$ cat src/rtl/dmem_arbiter_if.sv
// Bundle of the two requester ports and the data-memory port around dmem_arbiter.
// The slave modport is the arbiter's view; master is the environment's view.
interface dmem_arbiter_if #(
    parameter int unsigned ADDR_W = 64,
    parameter int unsigned DATA_W = 64
);
    logic              req0;
    logic              we0;
    logic [ADDR_W-1:0] adr0;
    logic [DATA_W-1:0] wdata0;
    logic              ack0;
    logic              err0;
    logic [DATA_W-1:0] rdata0;
    logic              stall0;

    logic              req1;
    logic              we1;
    logic [ADDR_W-1:0] adr1;
    logic [DATA_W-1:0] wdata1;
    logic              ack1;
    logic              err1;
    logic [DATA_W-1:0] rdata1;

    logic [ADDR_W-1:0] mem_adr;
    logic [DATA_W-1:0] mem_datain;
    logic              mem_w;
    logic              mem_r;
    logic [DATA_W-1:0] mem_dataout;

    modport slave (
        input  req0, we0, adr0, wdata0, req1, we1, adr1, wdata1, mem_dataout,
        output ack0, err0, rdata0, stall0, ack1, err1, rdata1,
        output mem_adr, mem_datain, mem_w, mem_r
    );

    modport master (
        output req0, we0, adr0, wdata0, req1, we1, adr1, wdata1, mem_dataout,
        input  ack0, err0, rdata0, stall0, ack1, err1, rdata1,
        input  mem_adr, mem_datain, mem_w, mem_r
    );
endinterface

$ cat src/rtl/dmem_arbiter.sv
// Two-port round-robin arbiter/sequencer for the 64-bit data memory: each access runs
// IDLE (latch + bounds check) -> ACCESS (one memory cycle) -> RESP (ack pulse).
module dmem_arbiter #(
    parameter int unsigned ADDR_W    = 64,
    parameter int unsigned DATA_W    = 64,
    parameter int unsigned MEM_BYTES = 32
) (
    input logic           clk,
    input logic           rst_n,
    dmem_arbiter_if.slave bus
);
    typedef enum logic [1:0] {StIdle, StAccess, StResp} state_e;

    localparam logic [ADDR_W-1:0] LastLegal = ADDR_W'(MEM_BYTES - 8);

    state_e            state_q, state_d;
    logic              prio_q;  // port that wins the next tie
    logic              sel_q;
    logic              we_q;
    logic              oor_q;
    logic [ADDR_W-1:0] adr_q;
    logic [DATA_W-1:0] wdata_q;
    logic [DATA_W-1:0] rdata0_q, rdata1_q;

    logic              any_req;
    logic              win;
    logic [ADDR_W-1:0] win_adr;

    assign any_req = bus.req0 | bus.req1;
    assign win     = (bus.req0 & bus.req1) ? prio_q : bus.req1;
    assign win_adr = win ? bus.adr1 : bus.adr0;

    always_ff @(posedge clk or negedge rst_n) begin
        if (!rst_n) begin
            state_q <= StIdle;
        end else begin
            state_q <= state_d;
        end
    end

    always_comb begin
        state_d = state_q;
        unique case (state_q)
            StIdle:   if (any_req) state_d = StAccess;
            StAccess: state_d = StResp;
            StResp:   state_d = StIdle;
            default:  state_d = StIdle;
        endcase
    end

    always_ff @(posedge clk or negedge rst_n) begin
        if (!rst_n) begin
            prio_q   <= 1'b0;
            sel_q    <= 1'b0;
            we_q     <= 1'b0;
            oor_q    <= 1'b0;
            adr_q    <= '0;
            wdata_q  <= '0;
            rdata0_q <= '0;
            rdata1_q <= '0;
        end else if (state_q == StIdle && any_req) begin
            sel_q   <= win;
            we_q    <= win ? bus.we1 : bus.we0;
            adr_q   <= win_adr;
            wdata_q <= win ? bus.wdata1 : bus.wdata0;
            // Full-width unsigned compare also rejects addresses that would wrap.
            oor_q   <= win_adr > LastLegal;
        end else if (state_q == StAccess) begin
            prio_q <= ~sel_q;
            if (oor_q || !we_q) begin
                if (sel_q) begin
                    rdata1_q <= oor_q ? '0 : bus.mem_dataout;
                end else begin
                    rdata0_q <= oor_q ? '0 : bus.mem_dataout;
                end
            end
        end
    end

    always_comb begin
        bus.mem_adr    = adr_q;
        bus.mem_datain = wdata_q;
        bus.mem_r      = (state_q == StAccess) & ~we_q & ~oor_q;
        bus.mem_w      = (state_q == StAccess) & we_q & ~oor_q;
        bus.ack0       = (state_q == StResp) & ~sel_q;
        bus.ack1       = (state_q == StResp) & sel_q;
        bus.err0       = (state_q == StResp) & ~sel_q & oor_q;
        bus.err1       = (state_q == StResp) & sel_q & oor_q;
        bus.rdata0     = rdata0_q;
        bus.rdata1     = rdata1_q;
        bus.stall0     = bus.req0 & ~bus.ack0;
    end
endmodule

$ cat src/flat_wrapper.sv
// flat-port wrapper written by rule: the top's interface ports become plain ports
module dmem_arbiter_flat 
#(
    parameter int unsigned ADDR_W    = 64,
    parameter int unsigned DATA_W    = 64,
    parameter int unsigned MEM_BYTES = 32
)
  (clk, rst_n, bus_req0, bus_we0, bus_adr0, bus_wdata0, bus_req1, bus_we1, bus_adr1, bus_wdata1, bus_mem_dataout, bus_ack0, bus_err0, bus_rdata0, bus_stall0, bus_ack1, bus_err1, bus_rdata1, bus_mem_adr, bus_mem_datain, bus_mem_w, bus_mem_r);
  dmem_arbiter_if #(.ADDR_W(ADDR_W), .DATA_W(DATA_W)) bus_i ();
  input logic clk;
  input logic rst_n;
  input wire logic [$bits(bus_i.req0)-1:0] bus_req0;
  input wire logic [$bits(bus_i.we0)-1:0] bus_we0;
  input wire logic [$bits(bus_i.adr0)-1:0] bus_adr0;
  input wire logic [$bits(bus_i.wdata0)-1:0] bus_wdata0;
  input wire logic [$bits(bus_i.req1)-1:0] bus_req1;
  input wire logic [$bits(bus_i.we1)-1:0] bus_we1;
  input wire logic [$bits(bus_i.adr1)-1:0] bus_adr1;
  input wire logic [$bits(bus_i.wdata1)-1:0] bus_wdata1;
  input wire logic [$bits(bus_i.mem_dataout)-1:0] bus_mem_dataout;
  output wire logic [$bits(bus_i.ack0)-1:0] bus_ack0;
  output wire logic [$bits(bus_i.err0)-1:0] bus_err0;
  output wire logic [$bits(bus_i.rdata0)-1:0] bus_rdata0;
  output wire logic [$bits(bus_i.stall0)-1:0] bus_stall0;
  output wire logic [$bits(bus_i.ack1)-1:0] bus_ack1;
  output wire logic [$bits(bus_i.err1)-1:0] bus_err1;
  output wire logic [$bits(bus_i.rdata1)-1:0] bus_rdata1;
  output wire logic [$bits(bus_i.mem_adr)-1:0] bus_mem_adr;
  output wire logic [$bits(bus_i.mem_datain)-1:0] bus_mem_datain;
  output wire logic [$bits(bus_i.mem_w)-1:0] bus_mem_w;
  output wire logic [$bits(bus_i.mem_r)-1:0] bus_mem_r;
  assign bus_i.req0 = bus_req0;
  assign bus_i.we0 = bus_we0;
  assign bus_i.adr0 = bus_adr0;
  assign bus_i.wdata0 = bus_wdata0;
  assign bus_i.req1 = bus_req1;
  assign bus_i.we1 = bus_we1;
  assign bus_i.adr1 = bus_adr1;
  assign bus_i.wdata1 = bus_wdata1;
  assign bus_i.mem_dataout = bus_mem_dataout;
  assign bus_ack0 = bus_i.ack0;
  assign bus_err0 = bus_i.err0;
  assign bus_rdata0 = bus_i.rdata0;
  assign bus_stall0 = bus_i.stall0;
  assign bus_ack1 = bus_i.ack1;
  assign bus_err1 = bus_i.err1;
  assign bus_rdata1 = bus_i.rdata1;
  assign bus_mem_adr = bus_i.mem_adr;
  assign bus_mem_datain = bus_i.mem_datain;
  assign bus_mem_w = bus_i.mem_w;
  assign bus_mem_r = bus_i.mem_r;
  dmem_arbiter #(.ADDR_W(ADDR_W), .DATA_W(DATA_W), .MEM_BYTES(MEM_BYTES)) u_core (.clk(clk), .rst_n(rst_n), .bus(bus_i));
endmodule
$ cat config.mk
export PLATFORM = sky130hd
export DESIGN_NAME = dmem_arbiter_flat
export DESIGN_NICKNAME = d
export VERILOG_FILES = /design/src/rtl/dmem_arbiter_if.sv /design/src/rtl/dmem_arbiter.sv /design/src/flat_wrapper.sv
export SDC_FILE = /design/constraint.sdc
export NUM_CORES = 1
export LEC_CHECK = 0
export CAP_MARGIN = 10
export CELL_PAD_IN_SITES_DETAIL_PLACEMENT = 2
export CELL_PAD_IN_SITES_GLOBAL_PLACEMENT = 2
export CORE_AREA = 2 2 226 228
export DETAILED_ROUTE_END_ITERATION = 12
export DIE_AREA = 0 0 228 230
export PLACE_DENSITY = 0.87
export SYNTH_ARGS = -nofsm -noshare
export SYNTH_HDL_FRONTEND = slang
export SYNTH_SLANG_ARGS = --single-unit
$ cat constraint.sdc
create_clock -name clk -period 4.6 [get_ports clk]
set_input_delay 0.46 -clock clk [delete_from_list [all_inputs] [get_ports clk]]
set_output_delay 0.46 -clock clk [all_outputs]
set_load 0.01 [all_outputs]
; After elaboration in Yosys (flattened, before gate mapping)
; Index checks and enable logic that the tools add are counted.
; Widths: inputs -> output; s select.
[op_classes]
n_lt_le_gt_ge = 1
n_eq_ne = 3
n_mux = 7
bitwise_logic = 16
reduce_logical = 7
[op_table]
columns = op, count
row1 = $mux 64, 3
row2 = $gt 64x5->1 const B, 1
row3 = $and 1x1->1, 10
row4 = $reduce_and 4->1, 2
row5 = $not 1->1, 5
row6 = $pmux 2 s2, 1
row7 = $eq 2x1->1 const B, 1
row8 = $eq 2x2->1 const B, 1
row9 = $logic_not 2->1, 1
row10 = $mux 1, 2
row11 = $mux 2, 1
row12 = $ne 2x1->1 const B, 1
row13 = $reduce_and 2->1, 1
row14 = $logic_and 1x1->1, 1
row15 = $logic_not 1->1, 1
row16 = $logic_or 1x1->1, 1
row17 = $or 1x1->1, 1
[word_totals]
ff_bits = 262
in_bits = 326
output_inout_bits = 263
elab_cells = 43

; Depth between registers and ports, before layout
; Gate-level depths: netlist (run 1).
[logic_depth]
ltp_word = 4
mapped_depth = 8
mapped_depth_nobuf = 5

; Least setup slack after synthesis (run 1)
; Ideal clock, no wire load.
[synth_timing]
path_type = register to register
from = reg u_core.state_q[1]
to = reg u_core.oor_q
setup_time_ps = 144
arrival_ps = 1522
required_time_ps = 4456
path_slack_ps = 2935
path_stages_with_launch = 7
n_path_buf = 1
synth_period_minus_slack_ps = 1665
cell_sequence = dfrtp_1 > nor2_1 > o21ai_2 > buf_6 > or4_1 > o32ai_1 > a41oi_1
[synth_between]
elab_chain_len = 2
[synth_lines]
columns = item, line
row1 = "start, declared", dmem_arbiter.sv:16  ; state_e state_q, state_d;
row2 = "start signal, assigned", dmem_arbiter.sv:35  ; state_q <= StIdle;
row3 = "start signal, assigned", dmem_arbiter.sv:37  ; state_q <= state_d;
row4 = $logic_not 2->1, dmem_arbiter.sv:61  ; end else if (state_q == StIdle && any_req) begin
row5 = $logic_and 1x1->1, dmem_arbiter.sv:61
row6 = "end signal, assigned", dmem_arbiter.sv:67  ; oor_q <= win_adr > LastLegal;
row7 = "end, declared", dmem_arbiter.sv:20  ; logic oor_q;
; No other way between the ends.
; A chain may end at the register's enable or synchronous reset.

; Worst setup path in the final report (run 1)
[layout_timing]
from = reg u_core.oor_q
to = out bus_err1
[layout_between]
elab_chain_len = 1
[layout_lines]
columns = item, line
row1 = $and 1x1->1, dmem_arbiter.sv:88  ; bus.err1 = (state_q == StResp) & sel_q & oor_q;
row2 = "end, declared", flat_wrapper.sv:26  ; output wire logic [$bits(bus_i.err1)-1:0] bus_err1;
; No other way between the ends.

==> results of run 1 <==
[area by class of cell]
type | instances | area [sq um]
clock buffers | 45 | 942
well taps | 672 | 841
flip-flops and latches | 262 | 6560
fillers | 5319 | 30900
multi-input cells | 771 | 4370
diodes | 5 | 12.5
inverters | 3 | 11.3
repair buffers | 604 | 6060
clock inverters | 15 | 199
[per-stage QoR]
step	util	instances	total power, mW	area, sq um	hold WS, ns
2_1_floorplan	-	1113	5.01	11200	0.164
3_3_place_gp	0.358	2312	7.29	17800	0.459
3_5_place_dp	0.358	2312	7.55	17800	0.470
4_1_cts	0.381	2372	10.4	19000	0.0505
5_1_grt	0.381	2377	10.9	19000	0.0828
6_report	0.381	2377	10.3	19000	0.0373
[registers in the layout (all words and copies together) (netlist names)]
| register | flops |
|---|---|
| u_core.oor_q | 1 |
| u_core.we_q | 1 |
| u_core.sel_q | 1 |
| u_core.state_q | 2 |
| u_core.bus.mem_adr | 64 |
| u_core.bus.rdata1 | 64 |
| u_core.bus.mem_datain | 64 |
| u_core.bus.rdata0 | 64 |
| u_core.prio_q | 1 |
[logic make-up (layout without fill, tap and decap cells)]
logic type,Yosys count,after routing,share of synthesized area
buffers and inverters,80,667,0.0303
and+or+nand+nor,377,377,0.151
DFF,262,262,0.584
AOI/OAI and AO/OA,265,265,0.120
other,0,5,0
muxes,129,129,0.115
[routing by layer]
metal / vias up / part of all wire / wire length, um
li1: 4934 / - / -
met1: 5447 / 0.35 / 20100
met2: 455 / 0.52 / 29600
met3: 129 / 0.081 / 4630
met4: 2 / 0.051 / 2920
met5: - / 0.00019 / 11
[cells in the mapped netlist]
library cell  instances
buf_2                26
nand2_1             261
and2_1                2
nor3_1                3
buf_6                 1
o21ai_2               2
o311ai_0              2
clkbuf_1             49
o21ai_0             254
a41oi_1               1
nor2_1                3
mux2i_1             129
inv_1                 3
buf_1                 1
o32ai_1               1
nand4_1               5
nand3_1               2
or3_1                 1
nor4_1               29
and4_1                1
and3b_1               1
dfrtp_1             262
or4_1                 1
nor2b_1               2
o21ai_1               5
nor3b_1               1
nand2b_1             65
[worst max-delay path: stages (launching register included)]
cell and delay (ns):
dfrtp_2 0.75, buf_4 0.51, and2_1 0.20, clkdlybuf4s50_1 0.53
[final timing paths]
check                                      start               endpoint  slack [ns]
min in group clk           u_core.bus.rdata0[28]  u_core.bus.rdata0[28]        0.47
min reg2reg                u_core.bus.rdata0[28]  u_core.bus.rdata0[28]        0.47
max in group asynchronous                  rst_n   u_core.bus.rdata0[1]        3.49
max reg2reg                         u_core.oor_q  u_core.bus.rdata0[44]        2.04
max                                 u_core.oor_q               bus_err1        1.58
min                                        rst_n  u_core.bus.rdata0[17]        0.04
[report_power, final]
group / switching [mW] / internal, mW
clock: 1.09 / 1.67
combinational: 2.20 / 1.87
sequential: 0.465 / 3.01
==> flow_metrics.tcl, run 1 <==
set metrics [dict create \
    detail_route.first_pass.iterations 4 \
    detail_route.iter0.violations 454 \
    clockRootBuffer "clkbuf_16" \
    total_leakage_power_nw 8.09 \
    warnings_from_yosys 0 \
    setup_viol 0 \
    finalCritPeriodShare 0.657 \
    grt.overflow.total 0 \
    dpl_worst_slack_ns 1.67 \
    worst-endpoint-arrival_ns 2.56 \
    top_usage_layer "met2" \
    cts-buffers-inserted 34 \
    fp.dieH_um 230 \
    cts_max_path_buffers 3 \
    dr_total_vias 11000 \
    worst_slack_ns 1.58 \
    gr-usage-met2 0.389 \
    number_of_global_route_vias_before_repair 12900 \
    max-vdd-ir-drop_mv 0.300 \
    worst_hold_path_type "input port to async pin" \
    count_of_unresolved_drc_violations_after_routing 0 \
    pwr_density_mw_per_mm2 543 \
    grt_first_pass_wirelength_mm 84.2 \
    hpwlAfterDp_mm 43.8 \
    synth_top_cell_by_area "dfrtp_1" \
    start_util 0.225 \
    startpoint_type "flip-flop" \
    synth.area.top_cells "dfrtp_1 (58%), mux2i_1 (11%), o21ai_0 (11%), nand2_1 (8.7%), nand2b_1 (3.6%)" \
    status "finished clean" \
    worst_slew_margin_rel 0.268 \
    die_width_um 228 \
    timing.max_cap.violations 0 \
    insertion_delay_ns 0.54 \
    antenna_violations_before_repair 6 \
    global_route.usage.met1 0.216 \
    final_max_slew_viol_count 0 \
    cts_tree "yes" \
    setup_tns_ns 0 \
    timing.final.crit_period_ns 3.02 \
    netlist_area_sq_mm 0.0112 \
    drt-wirelength-per-cell_um 24.1 \
    std_cell_rows 82 \
    use_met3 0.0775 \
    via_per_inst 4.61 \
    timing.final.hold_violations 0 \
    finalNetCount 2002 \
    share_of_the_synthesized_area_in_the_top_cell_type 0.584 \
    maximum_number_of_pins_on_one_net_before_global_route_repair 117 \
    netlist-cell-type-count 27 \
    fin_worst_skew_ns 0.0261 \
    htree_levels 2 \
    setup.worst_path.end_class "output port" \
    worstPathMaxFanout 46 \
    groute.usage.overall 0.213 \
    coreArea_sq_mm 0.0499 \
    synth.ff_latch_count 262 \
    syn_inst 1113 \
    maxClockFrequency_mhz 331 \
    setup_repair_after_global_routing_missed_its_margin "no" \
    worst-r2r-cell-count 5 \
    floorplan.io_pins 589 \
    antenna_left 0 \
    tritoncts_num_sinks 262 \
    post_cts.resized_instances 0 \
    synth_seq_area_share 0.584 \
    drt-total-wl_mm 57.3 \
    final_cell_mix "clkdlybuf4s50_1 (587), dfrtp_1 (261), nand2_1 (260)" \
    syn_avg_cell_area_sq_um 10.1 \
    finalWeightedCongestion 0.935 \
    synth.net_count 1439 \
    cp_data_required_time_ns 4.14 \
    area_growth_pct 69.0 \
    postCtsSetupRepairBufs 0 \
    post_route_cells_drive_above_1_share 0.0447 \
    die_area_sq_mm 0.0524 \
    cts.reportedPaths.clkPinSlew_ns 0.06 \
    buffers_added_on_ports 588 \
    worstMarginPinSlew_ns 1.09 \
    cts_hold_buffers 0 \
    critPathKind "flip-flop to output port" \
    most_common_library_cell_in_the_layout_ignoring_fill_and_taps "clkdlybuf4s50_1" \
]
No activity file was read; power rests on OpenSTA's default activity.
==> inputs of run 2 (changes only) <==
--- a/config.mk
+++ b/config.mk
@@ -8,10 +8,10 @@
 export CAP_MARGIN = 10
 export CELL_PAD_IN_SITES_DETAIL_PLACEMENT = 2
 export CELL_PAD_IN_SITES_GLOBAL_PLACEMENT = 2
-export CORE_AREA = 2 2 226 228
+export CORE_AREA = 2 2 231 233
 export DETAILED_ROUTE_END_ITERATION = 12
-export DIE_AREA = 0 0 228 230
-export PLACE_DENSITY = 0.87
+export DIE_AREA = 0 0 233 235
+export PLACE_DENSITY = 0.84
 export SYNTH_ARGS = -nofsm -noshare
 export SYNTH_HDL_FRONTEND = slang
 export SYNTH_SLANG_ARGS = --single-unit
==> constraint.sdc (replaced) <==
create_clock -name clk -period 3.1 [get_ports clk]
set_input_delay 0.31 -clock clk [delete_from_list [all_inputs] [get_ports clk]]
set_output_delay 0.31 -clock clk [all_outputs]
set_load 0.01 [all_outputs]
==> run 2 against run 1 <==
  * Routed wire length shrank 1.4%
  * Sequential power grew 47%
  * Die area grew 4.4%
  * Clock skew shrank 0.012 ns
  * Utilization shrank 1.2 points
  * Sequential share of layout area shrank 0.51 points
  * Critical path depth is the same
  * Register-to-register slack lost 1.1 ns
  * Non-clock buffer count grew 15
  * Total power grew 49%
  * Critical path type unchanged
  * Largest power group unchanged
==> flow_metrics.tcl, run 2 (synthesized netlist as in run 1, its figures left out) <==
set metrics [dict create \
    regArea_sq_mm 0.00656 \
    cts.reportedPaths.clkPinSlew_ns 0.06 \
    antenna_violations_before_repair 10 \
    antenna_left 0 \
    fp.dieH_um 235 \
    total_power_mw 15.4 \
    drt-total-wl_mm 56.5 \
    max-vdd-ir-drop_mv 0.424 \
    grt_first_pass_wirelength_mm 82.6 \
    finalNetCount 2017 \
    gr-usage-met2 0.372 \
    min-delay-start "bus_mem_dataout[58]" \
    cts_max_path_buffers 3 \
    worst-r2r-cell-count 6 \
    global_route.usage.met1 0.208 \
    setup.worst_path.end_class "output port" \
    worstPathMaxFanout 6 \
    worstReg2RegEnd "u_core.bus.rdata1[56]" \
    post_cts.resized_instances 0 \
    setup_tns_ns 0 \
    worst_path_max_delay_cell "clkdlybuf4s50_1" \
    timing.reg2reg.setup_slack_ns 0.94 \
    count_of_unresolved_drc_violations_after_routing 0 \
    setup_repair_after_global_routing_missed_its_margin "no" \
    critPathKind "flip-flop to output port" \
    groute.usage.overall 0.202 \
    clockRootBuffer "clkbuf_16" \
    cts_tree "yes" \
    worst_slew_margin_rel 0.459 \
    setup_viol 0 \
    finish.instance_area_sq_mm 0.0193 \
    final_cell_mix "clkdlybuf4s50_1 (587), dfrtp_1 (261), nand2_1 (260)" \
    worst_hold_path_type "input port to flip-flop" \
    postCtsSetupRepairBufs 0 \
    total_leakage_power_nw 8.23 \
    maximum_number_of_pins_on_one_net_before_global_route_repair 118 \
    finalWeightedCongestion 0.841 \
    std_cell_rows 84 \
    floorplan.io_pins 589 \
    use_met3 0.0672 \
    number_of_global_route_vias_before_repair 12600 \
    grt.overflow.total 0 \
    detail_route.iter0.violations 522 \
    post_route_cells_drive_above_1_share 0.0524 \
    cp-endpoint "bus_err1" \
    cts-buffers-inserted 34 \
    start_util 0.215 \
    worst_path_largest_cell_delay_ns 0.56 \
    top_usage_layer "met2" \
    detail_route.first_pass.iterations 4 \
    fin_worst_skew_ns 0.0143 \
    htree_levels 2 \
    finish.cell_count_without_fillers 2410 \
    most_common_library_cell_in_the_layout_ignoring_fill_and_taps "clkdlybuf4s50_1" \
    cp_data_required_time_ns 2.79 \
    area_growth_pct 71.6 \
    startpoint_type "flip-flop" \
    timing.max_cap.violations 0 \
    insertion_delay_ns 0.53 \
    die_area_sq_mm 0.0548 \
    worstSetupStartpoint "u_core.sel_q" \
    worst-endpoint-arrival_ns 2.26 \
    multi_input_comb_area_sq_mm 0.00437 \
    place.detailed.instances 2342 \
    drt-wirelength-per-cell_um 23.4 \
    buffers_added_on_ports 588 \
    finalCritPeriodShare 0.828 \
    status "finished clean" \
    tritoncts_num_sinks 262 \
    cells_along_the_critical_path "and3b_1 > and2_1 > clkdlybuf4s50_1" \
    dpl-instance-area_sq_mm 0.0181 \
    holdWs_ns 0.381 \
    pwr_density_mw_per_mm2 798 \
    coreArea_sq_mm 0.0522 \
    via_per_inst 4.54 \
    worstReg2RegStart "u_core.state_q[1]" \
    maxClockFrequency_mhz 389 \
    dr_total_vias 10900 \
    final_max_slew_viol_count 0 \
    fillCellCount 5602 \
    timing.final.crit_period_ns 2.57 \
    timing.final.hold_violations 0 \
    worstMarginPinSlew_ns 0.809 \
    hpwlAfterDp_mm 43.4 \
    die_width_um 233 \
]
==> run 2: through the flow <==
stage / setup slack (ns) / utilization
floorplan: 1.43 / -
global placement: 0.501 / 0.346
detailed placement: 0.441 / 0.346
CTS: 0.475 / 0.369
global route: 0.441 / 0.369
finish: 0.532 / 0.369
==> run 2: where the power goes <==
| part | switching, mW | total, mW | internal [mW] |
|---|---|---|---|
| clock | 1.58 | 4.19 | 2.61 |
| combinational | 3.22 | 6.07 | 2.86 |
| sequential | 0.652 | 5.12 | 4.47 |
==> run 2: what timing repair did <==
item / 4_1_cts / 5_1_grt
setup endpoints to repair: 0 / 0
hold endpoints to repair: 77 / 0
hold buffers: 1 / 0
==> run 2: final cells by class <==
type	count	area share
Timing Repair Buffer	619	0.326
Sequential cell	262	0.340
Clock buffer	52	0.0551
Inverter	3	0.000584
Tap cell	688	0.0447
Antenna cell	6	0.000779
Multi-Input combinational cell	771	0.227
Clock inverter	9	0.00656
==> run 2: how the worst min path moves through the flow <==
stage                                        to  cells past startpoint  slack [ns]
final                     u_core.bus.rdata1[58]                      3        0.38
after global routing       u_core.bus.rdata1[4]                      3        0.38
after CTS                 u_core.bus.rdata1[58]                      3        0.34
after detailed placement  u_core.bus.rdata1[45]                      1        0.42
after global placement    u_core.bus.rdata0[45]                      1        0.40
after floorplan           u_core.bus.mem_adr[0]                      0        0.01
==> run 2: worst max-delay path: cells and delay by family (launching register included) <==
| family | cells | cell delay, ns |
|---|---|---|
| buffers and inverters | 1 | 0.56 |
| DFF | 1 | 0.54 |
| and+or+nand+nor | 2 | 0.64 |
==> run 2: metal layers <==
metal,vias to the layer above,share of wire
met4,6,0.038
met2,435,0.52
met5,-,0.00069
li1,4970,-
met1,5419,0.37
met3,106,0.077
==> inputs of run 3 (changes only) <==
--- a/config.mk
+++ b/config.mk
@@ -8,10 +8,10 @@
 export CAP_MARGIN = 10
 export CELL_PAD_IN_SITES_DETAIL_PLACEMENT = 2
 export CELL_PAD_IN_SITES_GLOBAL_PLACEMENT = 2
-export CORE_AREA = 2 2 231 233
+export CORE_MARGIN = 2
+export CORE_UTILIZATION = 20
 export DETAILED_ROUTE_END_ITERATION = 12
-export DIE_AREA = 0 0 233 235
-export PLACE_DENSITY = 0.84
+export PLACE_DENSITY = 0.83
 export SYNTH_ARGS = -nofsm -noshare
 export SYNTH_HDL_FRONTEND = slang
 export SYNTH_SLANG_ARGS = --single-unit
==> constraint.sdc (replaced) <==
create_clock -name clk -period 2.3 [get_ports clk]
set_input_delay 0.23 -clock clk [delete_from_list [all_inputs] [get_ports clk]]
set_output_delay 0.23 -clock clk [all_outputs]
set_load 0.01 [all_outputs]
==> run 3 against run 2 <==
  * Utilization is 1.4 points lower
  * Worst hold slack lost 0.15 ns
  * Critical path type unchanged
  * Final cell count grew 3.8%
  * Flip-flop and latch count unchanged
==> flow_metrics.tcl, run 3 (synthesized netlist as in run 1, its figures left out) <==
set metrics [dict create \
    dr_wl_met2_mm 29.8 \
    count_of_unresolved_drc_violations_after_routing 0 \
    insertion_delay_ns 0.53 \
    hpwlAfterDp_mm 45.2 \
    final_cell_mix "clkdlybuf4s50_1 (581), dfrtp_1 (261), nand2_1 (260)" \
    area_growth_pct 74.7 \
    fin_worst_skew_ns 0.0175 \
    dr_total_vias 11200 \
    detail_route.first_pass.iterations 4 \
    combPwrFrac 0.404 \
    crit_family "buffers and inverters" \
    dpl-instance-area_sq_mm 0.0183 \
    tritoncts_num_sinks 262 \
    worst_slew_margin_rel 0.499 \
    p_sw_frac 0.360 \
    groute.usage.overall 0.194 \
    grt_first_pass_wirelength_mm 83.1 \
    utilization 0.355 \
    wl_met3_mm 5.59 \
    max-vdd-ir-drop_mv 0.615 \
    setup_repair_after_global_routing_missed_its_margin "no" \
    internal-power_mw 13.5 \
    htree_levels 2 \
    timing.final.hold_violations 0 \
    cts-buffers-inserted 36 \
    post_route_cells_drive_above_1_share 0.0722 \
    detail_route.iter0.violations 409 \
    worst_path_largest_cell_delay_ns 0.55 \
    coreArea_sq_mm 0.0553 \
    top_layer "met5" \
    buffers_added_on_ports 588 \
    setup_tns_ns 0 \
    wl_met1_mm 20.0 \
    setup_viol 0 \
    finalCritPeriodShare 0.946 \
    antenna_left 0 \
    worst-endpoint-arrival_ns 1.95 \
    proportion_of_power_drawn_by_flip_flops_and_latches 0.328 \
    fp.dieH_um 241 \
    cts_max_path_buffers 3 \
    finalWeightedCongestion 0.892 \
    switchingPower_mw 7.61 \
    std_cell_rows 86 \
    finalNetCount 2043 \
    grt.overflow.total 0 \
    number_of_global_route_vias_before_repair 12900 \
    finish.instance_area_sq_mm 0.0196 \
    most_common_library_cell_in_the_layout_ignoring_fill_and_taps "clkdlybuf4s50_1" \
    timing.max_cap.violations 0 \
    worst_path_max_delay_cell "clkdlybuf4s50_1" \
    critPathKind "flip-flop to output port" \
    via_per_inst 4.46 \
    cts_tree "yes" \
    status "finished clean" \
    place.detailed.instances 2423 \
    worstMarginPinSlew_ns 0.745 \
    die_width_um 241 \
    finish.cell_count_without_fillers 2502 \
    antenna_violations_before_repair 14 \
    cp_data_required_time_ns 2.07 \
    total_leakage_power_nw 8.45 \
    maxClockFrequency_mhz 459 \
    pwr_density_mw_per_mm2 1080 \
    crit_buf_inv 2 \
    maximum_number_of_pins_on_one_net_before_global_route_repair 128 \
    clock_power_share 0.269 \
    drt-wirelength-per-cell_um 23.5 \
    drt-total-wl_mm 58.8 \
    floorplan.io_pins 589 \
    cells_along_the_critical_path "nor3b_2 > buf_6 > clkdlybuf4s50_1" \
    cts.reportedPaths.clkPinSlew_ns 0.06 \
    die_area_sq_mm 0.0581 \
    worstPathMaxFanout 4 \
    startpoint_type "flip-flop" \
    worst_hold_path_type "input port to async pin" \
    final_max_slew_viol_count 0 \
    start_util 0.203 \
    timing.final.crit_period_ns 2.18 \
    clockRootBuffer "clkbuf_16" \
    setup.worst_path.end_class "output port" \
]
## run 3: worst paths after layout
path	cells past startpoint	slack, ns	start	end
setup / recovery	3	0.12	u_core.state_q[0]	bus_ack0
hold / removal	2	0.23	rst_n	u_core.bus.rdata1[26]
setup reg to reg	5	0.39	u_core.sel_q	u_core.bus.rdata0[63]
hold reg to reg	2	0.48	u_core.bus.rdata1[42]	u_core.bus.rdata1[42]
max in group asynchronous	3	1.26	rst_n	u_core.bus.mem_adr[58]
min in group clk	3	0.30	bus_mem_dataout[23]	u_core.bus.rdata1[23]
## run 3: stage by stage
step / setup WS [ns] / power, mW / hold slack (ns)
floorplan: 0.635 / 10.0 / -0.0656
global route: 0.0266 / 22.3 / 0.237
CTS: 0.00618 / 21.5 / 0.211
finish: 0.124 / 21.1 / 0.227
global placement: -0.0943 / 15.0 / 0.189
detailed placement: -0.0726 / 15.5 / 0.198
## run 3: what timing repair did
action	4_1_cts	5_1_grt
setup buffers	3	0
pin swaps	1	0
setup endpoints to repair	5	3
resized for setup	6	5
hold buffers	1	0
endpoints found under the hold margin	41	0
## run 3: metal layers
layer | up-vias | global-route usage
met5 | - | 0
met4 | 2 | 0.117
met3 | 136 | 0.0742
met2 | 482 | 0.343
met1 | 5510 | 0.192
li1 | 5031 | -
## run 3: area by class of cell
class                           instances  area (sq um)
Multi-Input combinational cell        771          4390
Inverter                                3          11.3
Fill cell                            5961         35700
Sequential cell                       262          6560
Antenna cell                           10          25.0
Timing Repair Buffer                  643          6500
Clock inverter                         15           143
Tap cell                              748           936
Clock buffer                           50          1060
## run 3: power groups by stage
stage | combinational, mW | clock (mW) | sequential [mW]
6_report | 8.53 | 5.68 | 6.92
5_1_grt | 9.21 | 6.03 | 7.09
2_1_floorplan | 2.59 | 0 | 7.42
3_3_place_gp | 8.15 | 0 | 6.84
4_1_cts | 8.65 | 5.87 | 6.93
3_5_place_dp | 8.50 | 0 | 6.96
